--- config.mk ---
export PLATFORM = sky130hd
export DESIGN_NAME = mux_4x1_arbiter
export DESIGN_NICKNAME = d
export VERILOG_FILES = /design/src/rtl/mux_4x1_arbiter_pkg.sv /design/src/rtl/mux_4x1_arbiter_mux.sv /design/src/rtl/mux_4x1_arbiter.sv
export SDC_FILE = /design/constraint.sdc
export NUM_CORES = 1
export LEC_CHECK = 0
export BUFFER_PORTS_ARGS = -buffer_cell sky130_fd_sc_hd__buf_4
export CAP_MARGIN = 15
export CORE_AREA = 2 2 39 41
export CTS_BUF_LIST = sky130_fd_sc_hd__clkbuf_16
export DETAILED_ROUTE_END_ITERATION = 6
export DIE_AREA = 0 0 41 43
export GPL_TIMING_DRIVEN = 1
export PLACE_DENSITY_LB_ADDON = 0.15
export SYNTH_ARGS = -nofsm -noshare
export SYNTH_HDL_FRONTEND = slang
export SYNTH_SLANG_ARGS = --single-unit
--- constraint.sdc ---
create_clock -name clk -period 3.6 [get_ports clk]
set_input_delay 0.18 -clock clk [delete_from_list [all_inputs] [get_ports clk]]
set_output_delay 0.18 -clock clk [all_outputs]
set_load 0.05 [all_outputs]
--- src/rtl/mux_4x1_arbiter_pkg.sv ---
// mux_4x1_arbiter_pkg
// Shared constants for the round-robin mux arbiter: FSM state encoding,
// requester count, select width, and the round-robin pick helper.
package mux_4x1_arbiter_pkg;

    localparam int N_REQ = 4;
    localparam int SEL_W = 2;

    typedef enum logic {
        ST_IDLE  = 1'b0,
        ST_GRANT = 1'b1
    } arb_state_t;

    // First set bit of req in the order ptr, ptr+1, ptr+2, ptr+3 (mod 4).
    // Scanning from the far end lets the nearest hit overwrite the others.
    function automatic logic [SEL_W-1:0] rr_pick(input logic [N_REQ-1:0] req,
                                                 input logic [SEL_W-1:0] ptr);
        logic [SEL_W-1:0] pick;
        logic [SEL_W-1:0] idx;
        pick = ptr;
        for (int i = N_REQ - 1; i >= 0; i--) begin
            idx = ptr + SEL_W'(i);
            if (req[idx]) pick = idx;
        end
        return pick;
    endfunction

endpackage

--- src/rtl/mux_4x1_arbiter_mux.sv ---
// mux_4x1
// Shared 1-bit 4:1 channel multiplexer.
// Ports: a..d data inputs (index 0..3), sel select, y selected bit.
module mux_4x1
    import mux_4x1_arbiter_pkg::*;
(
    input  logic             a,
    input  logic             b,
    input  logic             c,
    input  logic             d,
    input  logic [SEL_W-1:0] sel,
    output logic             y
);

    always_comb begin
        y = a;
        case (sel)
            2'd0:    y = a;
            2'd1:    y = b;
            2'd2:    y = c;
            default: y = d;
        endcase
    end

endmodule

--- src/rtl/mux_4x1_arbiter.sv ---
// mux_4x1_arbiter
// Round-robin arbiter owning the select of a shared mux_4x1 channel.
// The owner keeps the channel until it drops its request; every handover
// passes through one idle cycle.
// Optional: define MUX_ARB_TIMEOUT_EN to build a hold counter that revokes
// a grant after MAX_HOLD cycles (MAX_HOLD legal range 1..15).
// Ports:
//   clk    system clock, rising edge
//   reset  synchronous active-high reset
//   req    request per requester (bit i = requester i)
//   data   data bit per requester, feeds mux input i
//   grant  registered one-hot grant, zero when idle
//   sel    registered mux select, index of current or last owner
//   busy   registered, high while a grant is active
//   out    data[sel] gated by busy
//
// state    | meaning
// ---------+---------------------------------------------
// ST_IDLE  | no owner; arbitrate on any request
// ST_GRANT | one owner; hold until release (or timeout)
module mux_4x1_arbiter
    import mux_4x1_arbiter_pkg::*;
#(
    parameter int MAX_HOLD = 8
) (
    input  logic             clk,
    input  logic             reset,
    input  logic [N_REQ-1:0] req,
    input  logic [N_REQ-1:0] data,
    output logic [N_REQ-1:0] grant,
    output logic [SEL_W-1:0] sel,
    output logic             busy,
    output logic             out
);

    arb_state_t       state, state_nxt;
    logic [SEL_W-1:0] ptr, ptr_nxt;
    logic [SEL_W-1:0] sel_nxt;
    logic [N_REQ-1:0] grant_nxt;
    logic [SEL_W-1:0] pick;
    logic             release_now;
    logic             mux_y;

    assign pick = rr_pick(req, ptr);

`ifdef MUX_ARB_TIMEOUT_EN
    logic [3:0] hold_cnt, hold_cnt_nxt;
    logic       hold_expired;

    assign hold_expired = (hold_cnt == 4'(MAX_HOLD - 1));
    assign release_now  = !req[sel] || hold_expired;

    always_comb begin
        hold_cnt_nxt = hold_cnt;
        if (state == ST_IDLE)
            hold_cnt_nxt = '0;
        else if (!release_now)
            hold_cnt_nxt = hold_cnt + 4'd1;
    end

    always_ff @(posedge clk) begin
        if (reset) hold_cnt <= '0;
        else       hold_cnt <= hold_cnt_nxt;
    end
`else
    logic [3:0] unused_max_hold;
    assign unused_max_hold = 4'(MAX_HOLD);
    // While granted, sel always names the owner.
    assign release_now = !req[sel];
`endif

    always_comb begin
        state_nxt = state;
        ptr_nxt   = ptr;
        sel_nxt   = sel;
        grant_nxt = grant;
        case (state)
            ST_IDLE: begin
                if (|req) begin
                    state_nxt = ST_GRANT;
                    sel_nxt   = pick;
                    grant_nxt = N_REQ'(1) << pick;
                    ptr_nxt   = pick + SEL_W'(1);
                end
            end
            default: begin
                if (release_now) begin
                    state_nxt = ST_IDLE;
                    grant_nxt = '0;
                end
            end
        endcase
    end

    always_ff @(posedge clk) begin
        if (reset) begin
            state <= ST_IDLE;
            ptr   <= '0;
            sel   <= '0;
            grant <= '0;
            busy  <= 1'b0;
        end else begin
            state <= state_nxt;
            ptr   <= ptr_nxt;
            sel   <= sel_nxt;
            grant <= grant_nxt;
            busy  <= (state_nxt == ST_GRANT);
        end
    end

    mux_4x1 u_mux (
        .a   (data[0]),
        .b   (data[1]),
        .c   (data[2]),
        .d   (data[3]),
        .sel (sel),
        .y   (mux_y)
    );

    assign out = busy & mux_y;

endmodule

==> results by group <==
Run status
  • Status: complete, no violations

Setup path
  • Critical path launch point type: register
  • R2R Path Start: ptr[1]
  • CP max stage cell: mux4_2
  • CP delay by family, top: multiplexers
  • Critical Path Source: sel[0]
  • CP max stage delay: 0.51 ns
  • Bufs and invs on worst path: 1
  • CP Capture Type: output pin
  • Crit path DAT: 1.49 ns
  • Crit Path Category: reg -> out
  • Critical Path Fanout Max: 4
  • Worst path required time: 3.42 ns
  • Crit path cell chain: mux4_2 -> and2_1 -> buf_4

Pwr
  • Register share of total power: 0.283
  • PD cells: 617 nW/um^2
  • Worst VDD drop: between 300 and 400 uV
  • Leak: 0.319 nW
  • Int Power: 0.310 mW
  • Clk network pwr share: 0.427
  • Combinational power share: 0.290
  • Switching share of power: 0.313
  • Switching power: around 0.14 mW

Logic synthesis
  • Synth Area in Compound Gates: 0.268
  • Post-synthesis mux area share: 0.0885
  • Yosys cell types: 27
  • Cells after Synth: 57
  • Post-synthesis sequential area ratio: 0.354
  • Yosys warning count: 0
  • Flops & latches, synth: 9
  • Largest family of logic cells by synthesized area: compound AO/OA/AOI/OAI gates
  • Post-Synth Simple-Gate Area: 0.243
  • Post-Synth XOR/XNOR Area: 0.0172
  • Syn Std Cell Area: 509 sq um
  • Post-Synth Adder-Cell Area: 0
  • Syn Area/Cell: approximately 8.9 sq um
  • Mapped Nets: 67

Timing
  • Crit share post-route: 0.465
  • Fin. Hold Viols: 0
  • TNS Setup: 0 ns
  • Final setup violation count: 0
  • Unrepaired setup endpoints after global routing: no
  • Clock period minus final worst setup slack: 1.67 ns
  • Slew @ Worst Pin: between 0.4 and 0.5 ns
  • Max transition margin: 0.668
  • Pins Over Slew Limit: 0
  • Worst Clk Skew: 0.000389 ns
  • Fmax achieved: 0.597 GHz

Clock tree
  • Setup bufs post-CTS: 0
  • Clk slew on worst S/H paths: 0.04 ns
  • Cts bufs inserted: 3
  • Clock Tree Buf Depth: 2
  • Worst-Skew Late Latency: between 0.2 and 0.25 ns
  • CTS tree: done
  • CTS H-tree depth: 1
  • Cts hold-fix bufs: 0
  • Post-CTS Resized: 0
  • Root Buffer: clkbuf_16
  • CTS Sinks: 9

Route
  • DR DRC count: 0
  • Final wirelength: roughly 1200 microns
  • 1st-pass router iterations: 4
  • Post-DRT Antenna Nets: 0
  • WL/cell: ~12 microns
  • Via/cell ratio: just over 5
  • Detailed Route Iter0 Violations: 9
  • Vias: 475

Cells and area
  • Diodes inserted: 0
  • Layout Nets: 88
  • Layout cells sized above 1: 0.364
  • Area growth from synthesis to layout: 43.7%
  • Reg area: 180 sq um
  • # fillers: 134
  • Multi-input logic area: 314 sq um
  • Finished Layout Cells: just over 90

Floorplan
  • Io pins: 18
  • Row cnt: 14
  • Core area: 1380 sq um
  • Die Wd: 41 microns
  • Die area: 1760 sq um
  • Chip height: 43 microns
  • Initial Util: 0.368

Place
  • Port Buffers: 17
  • RD Place Congestion: 0.789
  • Placed insts: 89
  • DP HPWL: 859 microns

GRT
  • GRT Overall Usage: 0.162
  • Number of global-route vias before repair: 427
  • Initial antenna violation count: 0
  • Grt total ovfl: 0
  • Pin count of the biggest net entering global routing: 10
  • First-pass GRT wire length: 1860 microns

Worst hold path
  • Hold path start: reset
  • Hold Crit Class: in -> reg

Flow run
  • Maxcap violations: 0
[layout make-up]
| cell class | instances | area share |
|---|---|---|
| clock buffer | 3 | 0.103 |
| tap | 16 | 0.0274 |
| clock inverter | 1 | 0.00513 |
| inverter | 3 | 0.0154 |
| multi-input combinational | 44 | 0.429 |
| sequential | 9 | 0.246 |
| timing repair buffer | 17 | 0.174 |
[through the flow]
stage	power (mW)	hold WS, ns	util	setup WS (ns)	area [sq um]
after floorplan	0.223	0.474	-	1.85	509
after global routing	0.473	0.185	0.529	1.87	732
final	0.451	0.179	0.529	1.93	732
after detailed placement	0.260	0.422	0.472	2.12	653
after CTS	0.458	0.176	0.529	1.91	732
after global placement	0.261	0.424	0.472	2.14	653
[cell usage in the layout, fill, tap and decap left out, types with 2 or more instances in the layout]
| cell | synthesis | layout |
|---|---|---|
| buf_4 | 0 | 17 |
| dfxtp_1 | 9 | 9 |
| nor2_1 | 7 | 7 |
| nand2_1 | 7 | 7 |
| a21oi_1 | 6 | 6 |
| inv_1 | 2 | 3 |
| clkbuf_16 | 0 | 3 |
| mux4_2 | 2 | 2 |
| a21o_1 | 2 | 2 |
| or2b_1 | 2 | 2 |
| a21oi_2 | 2 | 2 |
[cells in the mapped netlist]
cell | instances | area (sq um)
dfxtp_1 | 9 | 180
or3_1 | 1 | 6.26
a21boi_1 | 1 | 7.51
a211o_2 | 1 | 10.0
nor3_1 | 1 | 5.00
or2b_1 | 2 | 15.0
nor2_1 | 7 | 26.3
o21a_1 | 1 | 7.51
a32oi_1 | 1 | 8.76
a2111oi_4 | 1 | 27.5
and2_1 | 1 | 6.26
buf_1 | 1 | 3.75
nand4_1 | 1 | 6.26
nand4b_1 | 1 | 8.76
a22oi_1 | 1 | 7.51
a21oi_1 | 6 | 30.0
nand3b_1 | 1 | 7.51
xnor2_1 | 1 | 8.76
o21ai_0 | 1 | 5.00
nand3_2 | 1 | 10.0
mux4_2 | 2 | 45.0
nor2b_1 | 1 | 6.26
a21oi_2 | 2 | 17.5
inv_1 | 2 | 7.51
a21o_1 | 2 | 15.0
inv_2 | 1 | 3.75
nand2_1 | 7 | 26.3
[state kept, by name (all words and copies together), names as in the netlist]
signal and cells:
grant 4, ptr 2, sel 2, state 1
[final timing paths]
path | end | slack, ns | cells after the start
worst max-delay path | out | 1.93 | 3
worst max register to register | ptr[1] | 2.11 | 5
worst min register to register | grant[0] | 0.46 | 2
worst min-delay path | state | 0.18 | 2
[power groups by stage]
stage                     logic [mW]  registers, mW  clock network, mW
after floorplan               0.0664          0.157                  0
after global placement         0.131          0.129                  0
after detailed placement       0.131          0.129                  0
after CTS                      0.131          0.128              0.199
after global routing           0.141          0.130              0.203
final                          0.131          0.128              0.193
[logic make-up (layout without fill, tap and decap cells)]
| family | after synthesis | count (layout) |
|---|---|---|
| and+or+nand+nor | 24 | 24 |
| AOI/OAI and AO/OA | 17 | 17 |
| DFF | 9 | 9 |
| buffers and inverters | 4 | 24 |
| muxes | 2 | 2 |
| xor gates and xnor gates | 1 | 1 |
[per-layer routing]
metal  wire length, microns  up-vias  track usage
met1                    541      211        0.218
met2                    495       16        0.200
met5                      0        -            0
met4                     30        0        0.120
li1                       -      245            -
met3                     83        3       0.0628
(Power assumes the default switching activity.)
